## config.mk

```make
export PLATFORM = sky130hd
export DESIGN_NAME = output_link_scheduler
export DESIGN_NICKNAME = d
export VERILOG_FILES = /design/src/rtl/noc_params.sv /design/src/rtl/rr_arbiter.sv /design/src/rtl/output_link_scheduler.sv
export SDC_FILE = /design/constraint.sdc
export NUM_CORES = 1
export LEC_CHECK = 0
export ABC_AREA = 1
export CORE_MARGIN = 2
export CORE_UTILIZATION = 35
export DETAILED_ROUTE_END_ITERATION = 7
export HOLD_SLACK_MARGIN = 0.06
export PLACE_DENSITY = 0.71
export SLEW_MARGIN = 10
export SYNTH_ARGS = -nofsm -noshare
export SYNTH_HDL_FRONTEND = slang
export SYNTH_SLANG_ARGS = --single-unit
export TNS_END_PERCENT = 5
```

## constraint.sdc

```tcl
create_clock -name clk -period 3.36 [get_ports clk]
set_clock_uncertainty 0.1 [all_clocks]
set_input_delay 0.336 -clock clk [delete_from_list [all_inputs] [get_ports clk]]
set_output_delay 0.336 -clock clk [all_outputs]
set_load 0.005 [all_outputs]
```

## src/rtl/noc_params.sv

```systemverilog
// Shared NoC link types: virtual-channel count, flit labels and flit layout.
package noc_params;

   localparam int unsigned VC_NUM     = 4;
   localparam int unsigned FLIT_DATA_W = 16;

   typedef enum logic [1:0] {
      FLIT_HEAD     = 2'd0,
      FLIT_BODY     = 2'd1,
      FLIT_TAIL     = 2'd2,
      FLIT_HEADTAIL = 2'd3
   } flit_label_t;

   typedef struct packed {
      flit_label_t            label;
      logic [FLIT_DATA_W-1:0] data;
   } flit_t;

   // True for labels that close a packet.
   function automatic logic is_tail(input flit_label_t label);
      return (label == FLIT_TAIL) || (label == FLIT_HEADTAIL);
   endfunction

endpackage

```

## src/rtl/rr_arbiter.sv

```systemverilog
// Round-robin priority search: first set request bit strictly after ptr,
// wrapping N-1 -> 0, with ptr itself searched last.
module rr_arbiter #(
   parameter int unsigned N = 4
) (
   input  logic [N-1:0]         request,
   input  logic [$clog2(N)-1:0] ptr,
   output logic [N-1:0]         grant
);

   localparam int unsigned PW = $clog2(N);

   int unsigned   idx;
   logic [PW-1:0] sel;
   logic          found;

   // Walk the N candidates in priority order and keep only the first hit.
   always_comb begin
      grant = '0;
      found = 1'b0;
      idx   = 0;
      sel   = '0;
      for (int unsigned i = 1; i <= N; i++) begin
         idx = (32'(ptr) + i) % N;
         sel = PW'(idx);
         if (!found && request[sel]) begin
            grant[sel] = 1'b1;
            found      = 1'b1;
         end
      end
   end

endmodule

```

## src/rtl/output_link_scheduler.sv

```systemverilog
// Output link scheduler: arbitrates VC flits onto one link with packet
// locking (no interleaving), a registered link stage and a stall watchdog.
module output_link_scheduler
   import noc_params::*;
#(
   parameter int unsigned VC_NUM    = noc_params::VC_NUM,
   parameter int unsigned STALL_MAX = 16
) (
   input  logic                 clk,
   input  logic                 rst,
   input  logic [VC_NUM-1:0]    req_i,
   input  flit_t [VC_NUM-1:0]   flit_i,
   input  logic [VC_NUM-1:0]    tail_i,
   input  logic [VC_NUM-1:0]    on_off_i,
   output logic [VC_NUM-1:0]    grant_o,
   output flit_t                data_o,
   output logic                 valid_o,
   output logic [VC_NUM-1:0]    lock_o,
   output logic                 error_o
);

   localparam int unsigned PW = $clog2(VC_NUM);
   localparam int unsigned CW = $clog2(STALL_MAX + 1);
   localparam logic [CW-1:0] STALL_CNT = CW'(STALL_MAX);

   typedef enum logic {
      IDLE   = 1'b0,
      LOCKED = 1'b1
   } state_t;

   state_t        state;
   logic [PW-1:0] owner;
   logic [PW-1:0] ptr;
   logic [CW-1:0] stall_cnt;

   logic [VC_NUM-1:0] eligible;
   logic [VC_NUM-1:0] owner_mask;
   logic [VC_NUM-1:0] arb_req;
   logic [VC_NUM-1:0] arb_grant;
   logic [PW-1:0]     gidx;
   logic              granted;

   // While locked the arbiter sees only the owner, so the same search
   // serves both states and the owner is the only possible winner.
   always_comb begin
      eligible   = req_i & on_off_i;
      owner_mask = '0;
      owner_mask[owner] = 1'b1;
      arb_req    = (state == LOCKED) ? (eligible & owner_mask) : eligible;
   end

   rr_arbiter #(
      .N (VC_NUM)
   ) u_rr_arbiter (
      .request (arb_req),
      .ptr     (ptr),
      .grant   (arb_grant)
   );

   // Grant is suppressed during reset; encode the one-hot winner to an index.
   always_comb begin
      grant_o = rst ? '0 : arb_grant;
      granted = |arb_grant;
      gidx    = '0;
      for (int unsigned i = 0; i < VC_NUM; i++) begin
         if (arb_grant[i]) gidx = PW'(i);
      end
   end

   // Lock FSM, round-robin pointer, link register and stall watchdog.
   always_ff @(posedge clk or posedge rst) begin
      if (rst) begin
         state     <= IDLE;
         owner     <= '0;
         ptr       <= PW'(VC_NUM - 1);
         stall_cnt <= '0;
         valid_o   <= 1'b0;
         data_o    <= '0;
         error_o   <= 1'b0;
         lock_o    <= '0;
      end else begin
         error_o <= error_o | (stall_cnt == STALL_CNT);
         if (granted) begin
            ptr       <= gidx;
            data_o    <= flit_i[gidx];
            valid_o   <= 1'b1;
            stall_cnt <= '0;
            case (state)
               IDLE: begin
                  if (!tail_i[gidx]) begin
                     state  <= LOCKED;
                     owner  <= gidx;
                     lock_o <= arb_grant;
                  end
               end
               LOCKED: begin
                  if (tail_i[gidx]) begin
                     state  <= IDLE;
                     lock_o <= '0;
                  end
               end
               default: begin
                  state  <= IDLE;
                  lock_o <= '0;
               end
            endcase
         end else begin
            valid_o <= 1'b0;
            if (state == LOCKED) begin
               if (stall_cnt != STALL_CNT) stall_cnt <= stall_cnt + CW'(1);
            end else begin
               stall_cnt <= '0;
            end
         end
      end
   end

endmodule

```

## Word-level counts from Yosys, hierarchy flattened

Index checks and enable logic that the tools add are counted.
W data, S select, Z words.

- Flip-flop bits (word level): 34
- Logic and storage cells: 94

- Add/subtract/negate cells: 5
- $lt $le $gt $ge: 11
- Equality and inequality tests: 5
- Mux-type cells: 42
- Bitwise logic cells: 8
- Reduce and logical (&&, ||, !) cells: 14

Operator list:

| kind | count |
|---|---|
| $bmux W18 S2 | 1 |
| $mux W4 | 8 |
| $lt A2 B3 Y1 const B | 6 |
| $mux W18 | 1 |
| $mux W1 | 16 |
| $mux W5 | 3 |
| $or A4 B4 Y4 | 3 |
| $bmux W1 S2 | 5 |
| $demux W1 S2 | 5 |
| $ge A2 B1 Y1 const B | 5 |
| $and A4 B4 Y4 | 2 |
| $logic_and A1 B1 Y1 | 8 |
| $pmux W4 S2 | 1 |
| $reduce_and A3 Y1 | 2 |
| $add A5 B1 Y5 const B | 1 |
| $eq A5 B5 Y1 const B | 1 |
| $ne A5 B5 Y1 const B | 1 |
| $add A2 B1 Y2 const B | 2 |
| $add A2 B2 Y2 const B | 2 |
| $mux W2 | 2 |
| $reduce_or A4 Y1 | 1 |
| $logic_not A1 Y1 | 3 |
| $ne A3 B1 Y1 const B | 1 |
| $ne A2 B1 Y1 const B | 1 |
| 3 further kinds | 4 |

## Logic depth before layout (Yosys ltp)

Gate-level depths: netlist of run 1.

- Word-level depth: 25
- Depth in mapped cells: 23

## Modules after synthesis

From an unflattened synthesis of run 1, not the netlist that was laid out.

- Cell total of the unflattened synthesis: 470
- Area, all modules: 2,844.0 sq um

Modules (own cells, without submodules):

| module | instances | cells each | area an instance (sq um) |
|---|---|---|---|
| output_link_scheduler | 1 | 395 | 2,422.3 |
| rr_arbiter | 1 | 75 | 421.7 |

## Least setup slack after synthesis of run 1

No wires, ideal clock.

- Kind: register to register
- From: register ptr[0]
- To: register lock_o[3]
- Setup time: 0.126 ns
- Data arrival time: 2.642 ns
- Setup slack: 0.492 ns
- Cell stages (with the launch flop): 21
- Buffers on the path: 1
- Period minus slack after synthesis: 2.868 ns
- Cells stage by stage: dfstp_2 > inv_2 > ha_1 > inv_1 > nand2_1 > nand2_1 > nor2_2 > nand3_1 > inv_1 > nor2_1 > nand2_1 > nand2_1 > buf_2 > nand2_1 > nand2_1 > nand2_1 > ha_1 > inv_1 > nand2_1 > nand2_1 > o21ai_0

- Word-level cells in the longest chain between the ends: 20

RTL lines:

| item | line | source |
|---|---|---|
| start: declaration | output_link_scheduler.sv:33 | `logic [PW-1:0] ptr;` |
| start signal: assignment | output_link_scheduler.sv:75 | `ptr <= PW'(VC_NUM - 1);` |
| start signal: assignment | output_link_scheduler.sv:84 | `ptr <= gidx;` |
| parallel branches: the longest is 12 deep, another holds $lt A2 B3 Y1 | - |  |
| $mux W4 (*) | rr_arbiter.sv:26 | `if (!found && request[sel]) begin` |
| $mux W1 | output_link_scheduler.sv:66 | `if (arb_grant[i]) gidx = PW'(i);` |
| $mux W2 (2 in a row) | output_link_scheduler.sv:66 |  |
| $bmux W1 S2 | output_link_scheduler.sv:90, output_link_scheduler.sv:97 |  |
| $mux W1 (not written as such) | output_link_scheduler.sv:90, output_link_scheduler.sv:97 |  |
| $ne A2 B2 Y1 (no line) or $ne A2 B1 Y1 (tied branches) | - |  |
| $reduce_and A3 Y1 (no line) | - |  |
| end signal: assignment | output_link_scheduler.sv:93 | `lock_o <= arb_grant;` |
| end: declaration | output_link_scheduler.sv:18 | `output logic [VC_NUM-1:0] lock_o,` |

Every way passes the cells marked *. The select of a mux whose other input is x is not followed.
A chain may end at the register's enable or synchronous reset.

## Final worst setup path of run 1

- From: register ptr[1]
- To: output port grant_o[3]

- Word-level cells in the longest chain between the ends: 14

RTL lines:

| item | line | source |
|---|---|---|
| parallel branches: the longest is 12 deep, another holds $lt A2 B3 Y1 | - |  |
| $mux W4 (*) | rr_arbiter.sv:26 |  |
| $mux W4 (*) | output_link_scheduler.sv:62 | `grant_o = rst ? '0 : arb_grant;` |
| end: declaration | output_link_scheduler.sv:15 | `output logic [VC_NUM-1:0] grant_o,` |

Marked as above.

==> impl_results.md, run 1 <==
- Seq/Total Area, Yosys: 0.298
- GPL Wtd Cong: 0.977
- Fin cells: 711
- Core area: 0.00781 mm2
- Post-route ant nets: 0
- Hold crit path type: input port to async pin
- Die area: 0.00892 mm2
- Skew-Pair Late Insertion Delay: 0.28 ns
- CP arrival: 2.84 ns
- Initial core utilization: 0.367
- Synthesized net count: 583
- Clk slew on worst S/H paths: 0.07 ns
- Worst-margin pin slew: 0.706 ns
- Endpoints failing setup: 0
- Total wire length: 8.73 mm
- Clk sinks: 34
- Post-route DRC violation count: 0
- Post-DR wirelength/cell: 12.3 um
- P&R area growth vs syn: 50.6%
- Pleak: 2.43 nW
- Status: completed
- Final worst-path cycle share: 0.975
- Worst R2R End: lock_o[3]
- Count of pins over their slew limit: 0
- Setup TNS: 0 ns
- Overflow after GRT: 0
- VDD IR max: 0.000535 V
- Die Span Y: 94.4 um
- DR pass1 iterations: 4
- Max_cap viols: 0
- Worst slack, placed: 0.152 ns
- Avg Synthesized Cell Area: 5.89 um2
- Synthesized instance count: 486
- Number of port buffers: 113
- Largest net degree at the start of global routing: 20
- Tot GR Track Use: 0.195
- Largest fanout on the critical path: 8
- Register area: 853 um2
- Synthesis Warnings: 0
- Vias/cell: 4.48
- R2r setup slk: 0.16 ns
- Reg2Reg Launch Point: ptr[1]
- CP Class: register to output port
- CTS H-tree depth: 2
- Unrepaired setup endpoints after global routing: yes
- Placed cells: 696
- Syn Std Cell Area: 0.00286 mm2
- Initial antenna violation count: 0
- Crit path to: grant_o[3]
- Distinct cells, synth: 23
- Clock Root Buffer: clkbuf_8
- Number of synthesized register bits: 34
- CTS tree: built
- Commonest non-fill, non-tap cell in the layout: nand2_1
- Fill cells: 801
- Slowest Stage Delay on Critical Path: 0.59 ns
- PwrDens: 1160 mW/mm2
- 1st-iter DRT viols: 124
- Crit path capture type: output port
- Multi-input combinational cell area: 0.00164 mm2
- Die Wd: 94.4 um
- Crit start category: register
- CP Launch Point: ptr[1]
- Hpwl dp: 6.63 mm
- First-pass GRT wire length: 13.6 mm
- Min cycle time layout: 3.28 ns
- Ports: 114
- Slowest CP cell: dfstp_2
- Clk buf depth: 2
- # hold bufs at CTS: 0
- Peak Freq: 305 MHz
- Crit path cell chain: clkinvlp_4, ha_4, inv_1, nand2_1, nand2_2, nor2_4, nand3_2, nand3_4, buf_6, nand2_1, inv_1, clkdlybuf4s50_1
- Final hold violations: 0
- Vias: 3186
- Worst R2R Path Depth: 18
- # rows: 32
- Most frequent cells in the layout: 205 x nand2_1, 112 x clkdlybuf4s50_1, 78 x inv_1, 64 x nor2_1, 32 x dfrtp_1
- Inserted Diodes: 0
- Worst Path Required: 2.92 ns
- Power, Total: 5.02 mW
- Worst Slack Setup Final: 0.0824 ns
- Layout cells sized above 1: 0.0739
- Slew headroom: 0.529
- Vias in the first global route: 3012
- CTS Buf Count: 5
- Nets: 705
-- area by class of cell --
class / count / share of cell area
Clock buffer: 7 / 0.0200
Sequential cell: 34 / 0.198
Clock inverter: 1 / 0.00116
Inverter: 85 / 0.0755
Multi-Input combinational cell: 351 / 0.381
Tap cell: 102 / 0.0296
Timing Repair Buffer: 131 / 0.295
-- through the flow --
step / hold slack [ns] / utilization / cell area (um2)
2_1_floorplan: 0.358 / - / 2860
3_3_place_gp: 0.349 / 0.527 / 4110
3_5_place_dp: 0.364 / 0.527 / 4110
4_1_cts: 0.380 / 0.538 / 4200
5_1_grt: 0.407 / 0.552 / 4310
6_report: 0.369 / 0.552 / 4310
-- registers in the layout, indices dropped and copies added, names as in the netlist --
signal / cells
owner: 2
lock_o: 4
error_o: 1
state: 1
data_o: 18
valid_o: 1
ptr: 2
stall_cnt: 5
-- metal layers --
layer	vias up	share of wire	GRT usage
met3	10	0.085	0.0535
met1	1393	0.43	0.233
met4	0	0.012	0.0471
met2	111	0.47	0.346
met5	-	0	0
li1	1672	-	-
-- cell families after synthesis --
| family | share of synthesized area |
|---|---|
| adders and majority gates | 0.0481 |
| buffers and inverters | 0.144 |
| and+or+nand+nor | 0.483 |
| xor gates and xnor gates | 0.0122 |
| AOI/OAI and AO/OA | 0.0140 |
| DFF | 0.298 |
-- synth_stat cells, drive strengths merged --
cell | count | share of area
a21oi | 1 | 0.0017
buf | 16 | 0.032
clkinv | 2 | 0.0026
dfrtp | 32 | 0.28
dfstp | 2 | 0.018
ha | 11 | 0.048
inv | 83 | 0.11
nand2 | 209 | 0.28
nand3 | 33 | 0.063
nand3b | 18 | 0.047
nand4 | 1 | 0.0022
nor2 | 67 | 0.094
o21ai | 7 | 0.012
xor2 | 4 | 0.012
-- worst min path at each step --
stage / from / end / slack, ns
after floorplan: error_o / error_o / 0.36
after global placement: error_o / error_o / 0.35
after detailed placement: lock_o[1] / lock_o[1] / 0.36
after CTS: rst / error_o / 0.38
after global routing: lock_o[1] / lock_o[1] / 0.41
final: rst / data_o[10] / 0.37
-- where the power goes --
part	switching (mW)	leakage [nW]	internal, mW
combinational	2.47	1.95	1.48
clock	0.145	0.0482	0.165
sequential	0.118	0.430	0.637
-- timing repair --
action                                 in CTS  in global routing
setup endpoints to repair                   0                 14
gates resized for setup                     0                 10
endpoints found under the hold margin       0                  0
buffers inserted                            0                  7
-- critical path, delay by kind of cell, from the launching register on --
kind | cells | cell delay [ns]
flops | 1 | 0.59
buf+inv | 5 | 0.95
simple gates | 6 | 0.67
fa+ha+maj | 1 | 0.33
(Power assumes the default switching activity.)
==> run 2: changes to the inputs <==
- GPL_ROUTABILITY_DRIVEN: not set -> 0
==> impl_results.md, run 2 (synthesis gave the netlist of run 1 again) <==
- Crit path cell chain: clkinvlp_4, ha_4, inv_1, nand2_1, nand2_1, nor2_4, nand3_2, nand3_4, nand2_1, inv_1, clkdlybuf4s50_1
- CTS H-tree depth: 2
- Slew headroom: 0.556
- Status: completed
- First-pass GRT wire length: 13.6 mm
- DR pass1 iterations: 7
- Peak Freq: 306 MHz
- Family with the most delay on the worst path: buffers and inverters
- Worst R2R End: lock_o[3]
- Count of pins over their slew limit: 0
- Largest reg by FF count: data_o
- Register area: 853 um2
- Inserted Diodes: 0
- Slowest Stage Delay on Critical Path: 0.61 ns
- Fill cells: 746
- Crit start category: register
- Min cycle time layout: 3.27 ns
- Vias in the first global route: 3060
- Initial core utilization: 0.367
- Max_cap viols: 0
- 1st-iter DRT viols: 182
- Worst-margin pin slew: 0.665 ns
- CTS Buf Count: 5
- Final hold violations: 0
- Post-route ant nets: 0
- Ports: 114
- Most used cell, CP: nand2_1
- Hpwl dp: 6.60 mm
- Tot GR Track Use: 0.192
- Fin cells: 712
- Clock Root Buffer: clkbuf_8
- Worst slack, placed: 0.175 ns
- Clk slew on worst S/H paths: 0.07 ns
- # hold bufs at CTS: 0
- Final worst-path cycle share: 0.974
- Die area: 0.00892 mm2
- CP Class: register to output port
- P&R area growth vs syn: 52.6%
- # rows: 32
- Commonest non-fill, non-tap cell in the layout: nand2_1
- Post-route DRC violation count: 0
- Post-DR wirelength/cell: 12.3 um
- PwrDens: 1180 mW/mm2
- Skew-Pair Late Insertion Delay: 0.29 ns
- Core area: 0.00781 mm2
- Vias/cell: 4.61
- Post-layout util: 0.559
- Initial antenna violation count: 0
- CP Launch Point: ptr[1]
- Hold crit path type: input port to async pin
- Total wire length: 8.77 mm
- Clk sinks: 34
- Die Span Y: 94.4 um
- Unrepaired setup endpoints after global routing: yes
- Reg2Reg Launch Point: ptr[1]
- Largest register FFs: 18
- Die Wd: 94.4 um
- Number of port buffers: 113
- CP arrival: 2.84 ns
- Slowest CP cell: dfstp_2
- VDD IR max: 0.000579 V
- Multi-input combinational cell area: 0.00167 mm2
- Crit path capture type: output port
- Layout cells sized above 1: 0.0852
- Most frequent cells in the layout: 205 x nand2_1, 111 x clkdlybuf4s50_1, 77 x inv_1, 64 x nor2_1, 32 x dfrtp_1
- Pleak: 2.46 nW
- Placed cells: 696
- Worst Path Required: 2.92 ns
- Nets: 706
- Vias: 3281
- Top Registers: data_o: 18 flops, stall_cnt: 5 flops, lock_o: 4 flops
- Endpoints failing setup: 0
- Overflow after GRT: 0
- Critical path depth: 11
- Crit path to: grant_o[2]
- Buf+Inv Stages, Crit Path: 4
- Clk buf depth: 2
- CTS tree: built
- Largest net degree at the start of global routing: 20
- Worst Slack Setup Final: 0.0882 ns
- Worst R2R Path Depth: 19
- R2r setup slk: 0.18 ns
- Largest fanout on the critical path: 6
## run 2: what timing repair did
action,4_1_cts,5_1_grt
hold endpoints to repair,0,0
gates resized for setup,0,17
buffers inserted,0,8
endpoints found under the setup margin,0,13
## run 2: final cells by class
cell class | count | share of cell area
clock buffers | 8 | 0.0252
well taps | 102 | 0.0292
repair buffers | 132 | 0.294
inverters | 85 | 0.0745
multi-input cells | 351 | 0.382
flip-flops and latches | 34 | 0.195
## run 2: worst min-delay path by stage
stage	slack (ns)	to	startpoint	cells after the start
6_report	0.35	stall_cnt[3]	rst	2
5_1_grt	0.40	error_o	error_o	2
4_1_cts	0.36	stall_cnt[3]	rst	2
3_5_place_dp	0.37	lock_o[0]	lock_o[0]	2
3_3_place_gp	0.35	error_o	error_o	2
2_1_floorplan	0.36	error_o	error_o	2
## run 2: metrics by stage
stage,total power [mW],hold slack (ns),cell area (um2),setup TNS (ns)
global route,5.77,0.403,4370,-0.145
detailed placement,4.57,0.366,4110,0
CTS,4.95,0.359,4220,0
global placement,4.46,0.350,4110,0
finish,5.17,0.352,4370,0
floorplan,3.44,0.358,2860,0
## run 2: power breakdown
group	total [mW]	internal (mW)	switching (mW)
clock	0.358	0.207	0.151
sequential	0.770	0.638	0.132
combinational	4.04	1.54	2.50
total	5.17	2.38	2.78
## run 2: routing by layer
metal / wire length, um / vias to the layer above / share of wire / global-route usage
met5: 0 / - / 0 / 0
met2: 4180 / 136 / 0.48 / 0.339
li1: - / 1676 / - / -
met3: 719 / 17 / 0.082 / 0.0431
met1: 3730 / 1452 / 0.43 / 0.231
met4: 145 / 0 / 0.017 / 0.0616
==> run 3: changes to the inputs <==
- GPL_ROUTABILITY_DRIVEN: 0 -> 1
- PLACE_DENSITY: 0.71 -> 0.67
- SYNTH_HIERARCHICAL: not set -> 1
==> impl_results.md, run 3 <==
- Inserted Diodes: 0
- Post-DR wirelength/cell: 11.9 um
- CTS H-tree depth: 2
- Count leader, synth: nand2_1
- Skew-Pair Late Insertion Delay: 0.28 ns
- Family with the most delay on the worst path: buffers and inverters
- Vias in the first global route: 2962
- Number of synthesized flops with an enable pin: 0
- CTS Buf Count: 5
- Top post-synthesis cells by area: dfrtp_1 28%, nand2_1 25%, nor2_1 11%, inv_1 7.8%, nand3_1 6.3%
- Setup TNS: 0 ns
- Distinct cells, synth: 20
- Commonest non-fill, non-tap cell in the layout: nand2_1
- Die Wd: 94.1 um
- # hold bufs at CTS: 0
- Fill cells: 788
- 1st-iter DRT viols: 122
- Initial core utilization: 0.364
- Die area: 0.00886 mm2
- Yosys top cell by area: dfrtp_1
- GPL Wtd Cong: 0.862
- Clock Root Buffer: clkbuf_8
- Slowest CP cell: dfstp_2
- Worst-margin pin slew: 0.778 ns
- Synthesis Warnings: 6
- Seq/Total Area, Yosys: 0.300
- Register area: 853 um2
- First-pass GRT wire length: 13.4 mm
- Hpwl dp: 6.53 mm
- P&R area growth vs syn: 49.1%
- Largest fanout on the critical path: 13
- Synthesized net count: 567
- Synth Flop Type: dfrtp_1
- Top Registers: data_o: 18 flops, stall_cnt: 5 flops, lock_o: 4 flops
- Unrepaired setup endpoints after global routing: no
- Initial antenna violation count: 0
- Max_cap viols: 0
- Post-route DRC violation count: 0
- # rows: 32
- Synth top cells by count: 187 x nand2_1, 82 x nor2_1, 59 x inv_1
- Yosys top cell area share: 0.282
- Die Span Y: 94.1 um
- Min cycle time layout: 3.17 ns
- Layout cells sized above 1: 0.0903
- Crit start category: register
- Post-synth ARST share: 1.00
- Final hold violations: 0
- Largest reg by FF count: data_o
- Final worst-path cycle share: 0.945
- Total wire length: 8.19 mm
- Most frequent cells in the layout: 187 x nand2_1, 113 x clkdlybuf4s50_1, 82 x nor2_1, 58 x inv_1, 34 x nand3_1
- Vias: 3097
- Number of synthesized register bits: 34
- Endpoints failing setup: 0
- Hold crit path type: register to register
- Post-route ant nets: 0
- Multi-input combinational cell area: 0.00165 mm2
- Largest register FFs: 18
- Peak Freq: 315 MHz
- Tot GR Track Use: 0.190
- Status: completed
- Slew headroom: 0.481
- Ports: 114
- Overflow after GRT: 0
- Count of pins over their slew limit: 0
- Avg Synthesized Cell Area: 6.05 um2
- Crit path cell chain: inv_1, ha_4, nand3_2, nand2_4, nand2_4, nor2_4, nand2_1, nand3_2, inv_2, nor2_1, clkdlybuf4s50_1
- Number of port buffers: 113
- Worst Path Required: 2.92 ns
- Syn Std Cell Area: 0.00284 mm2
- Largest net degree at the start of global routing: 29
- Vias/cell: 4.49
- Buf+Inv Stages, Crit Path: 3
- DR pass1 iterations: 4
- Core area: 0.00781 mm2
- Slowest Stage Delay on Critical Path: 0.54 ns
- Crit path capture type: output port
- Synthesized instance count: 470
- CP arrival: 2.74 ns
- Clk buf depth: 2
- Clk sinks: 34
- Nets: 683
- CP Class: register to output port
- Clk slew on worst S/H paths: 0.07 ns
- CTS tree: built
-- run 3: changes by cell type in the layout (fill, tap and decap cells not counted), moves of 3 or more --
| cell | previous run | this run |
|---|---|---|
| inv_1 | 77 | 58 |
| nand3_2 | 6 | 13 |
| buf_4 | 18 | 11 |
| nor2_1 | 64 | 82 |
| a21oi_1 | 1 | 7 |
| clkbuf_8 | 8 | 5 |
| nand3_1 | 24 | 34 |
| nand2_1 | 205 | 187 |
| inv_2 | 4 | 8 |
| nand3b_1 | 18 | 0 |
-- run 3: final cells by class --
type                       instances  area share
tap                              102      0.0301
clock buffer                       5      0.0162
sequential                        34       0.201
multi-input combinational        354       0.389
clock inverter                     3      0.0162
inverter                          66      0.0584
timing repair buffer             125       0.289
-- run 3: stage by stage --
step / utilization / hold slack, ns / setup WS (ns) / cell area, um2 / std cells
final: 0.543 / 0.374 / 0.185 / 4240 / 689
after global routing: 0.543 / 0.408 / 0.0178 / 4240 / 689
after CTS: 0.539 / 0.377 / 0.0306 / 4210 / 689
after detailed placement: 0.520 / 0.360 / 0.0983 / 4060 / 680
after global placement: 0.520 / 0.351 / 0.239 / 4060 / 680
after floorplan: - / 0.358 / 0.382 / 2840 / 470
-- run 3: cell families after synthesis --
family	count (synthesis)	share of synthesized area
buffers and inverters	82	0.131
XOR/XNOR	2	0.00616
AND/OR/NAND/NOR	327	0.490
adder cells (fa/ha/maj)	11	0.0484
flip-flops	34	0.300
AO/OA/AOI/OAI	14	0.0246
-- run 3: final timing paths --
| path | end | slack, ns | cells past startpoint | startpoint |
|---|---|---|---|---|
| max in group asynchronous | error_o | 1.90 | 3 | rst |
| hold reg to reg | error_o | 0.37 | 2 | error_o |
| min in group asynchronous | data_o[9] | 0.58 | 2 | rst |
| setup reg to reg | lock_o[0] | 0.35 | 19 | ptr[1] |
| setup / recovery | grant_o[3] | 0.19 | 11 | ptr[1] |
| hold / removal | error_o | 0.37 | 2 | error_o |
-- run 3: what timing repair did --
action,CTS,global route
setup endpoints to repair,2,7
setup buffers,1,0
pin swaps,0,0
gates resized for setup,1,5
-- run 3: tightest hold or removal path, delay by kind of cell (launching register included) --
family,cells,cell delay [ns]
flops,1,0.35
simple gates,1,0.05
buf+inv,1,0.04
-- run 3: metal layers --
metal,global-route usage,part of all wire,up-vias
li1,-,-,1635
met1,0.225,0.43,1381
met2,0.352,0.51,77
met3,0.0377,0.059,4
met4,0.0435,0.0067,0
met5,0,0,-
Power of run 3 is left out: the tool's default activity adds up to more than one toggle a clock period on the data nets, which glitch-free logic cannot reach.
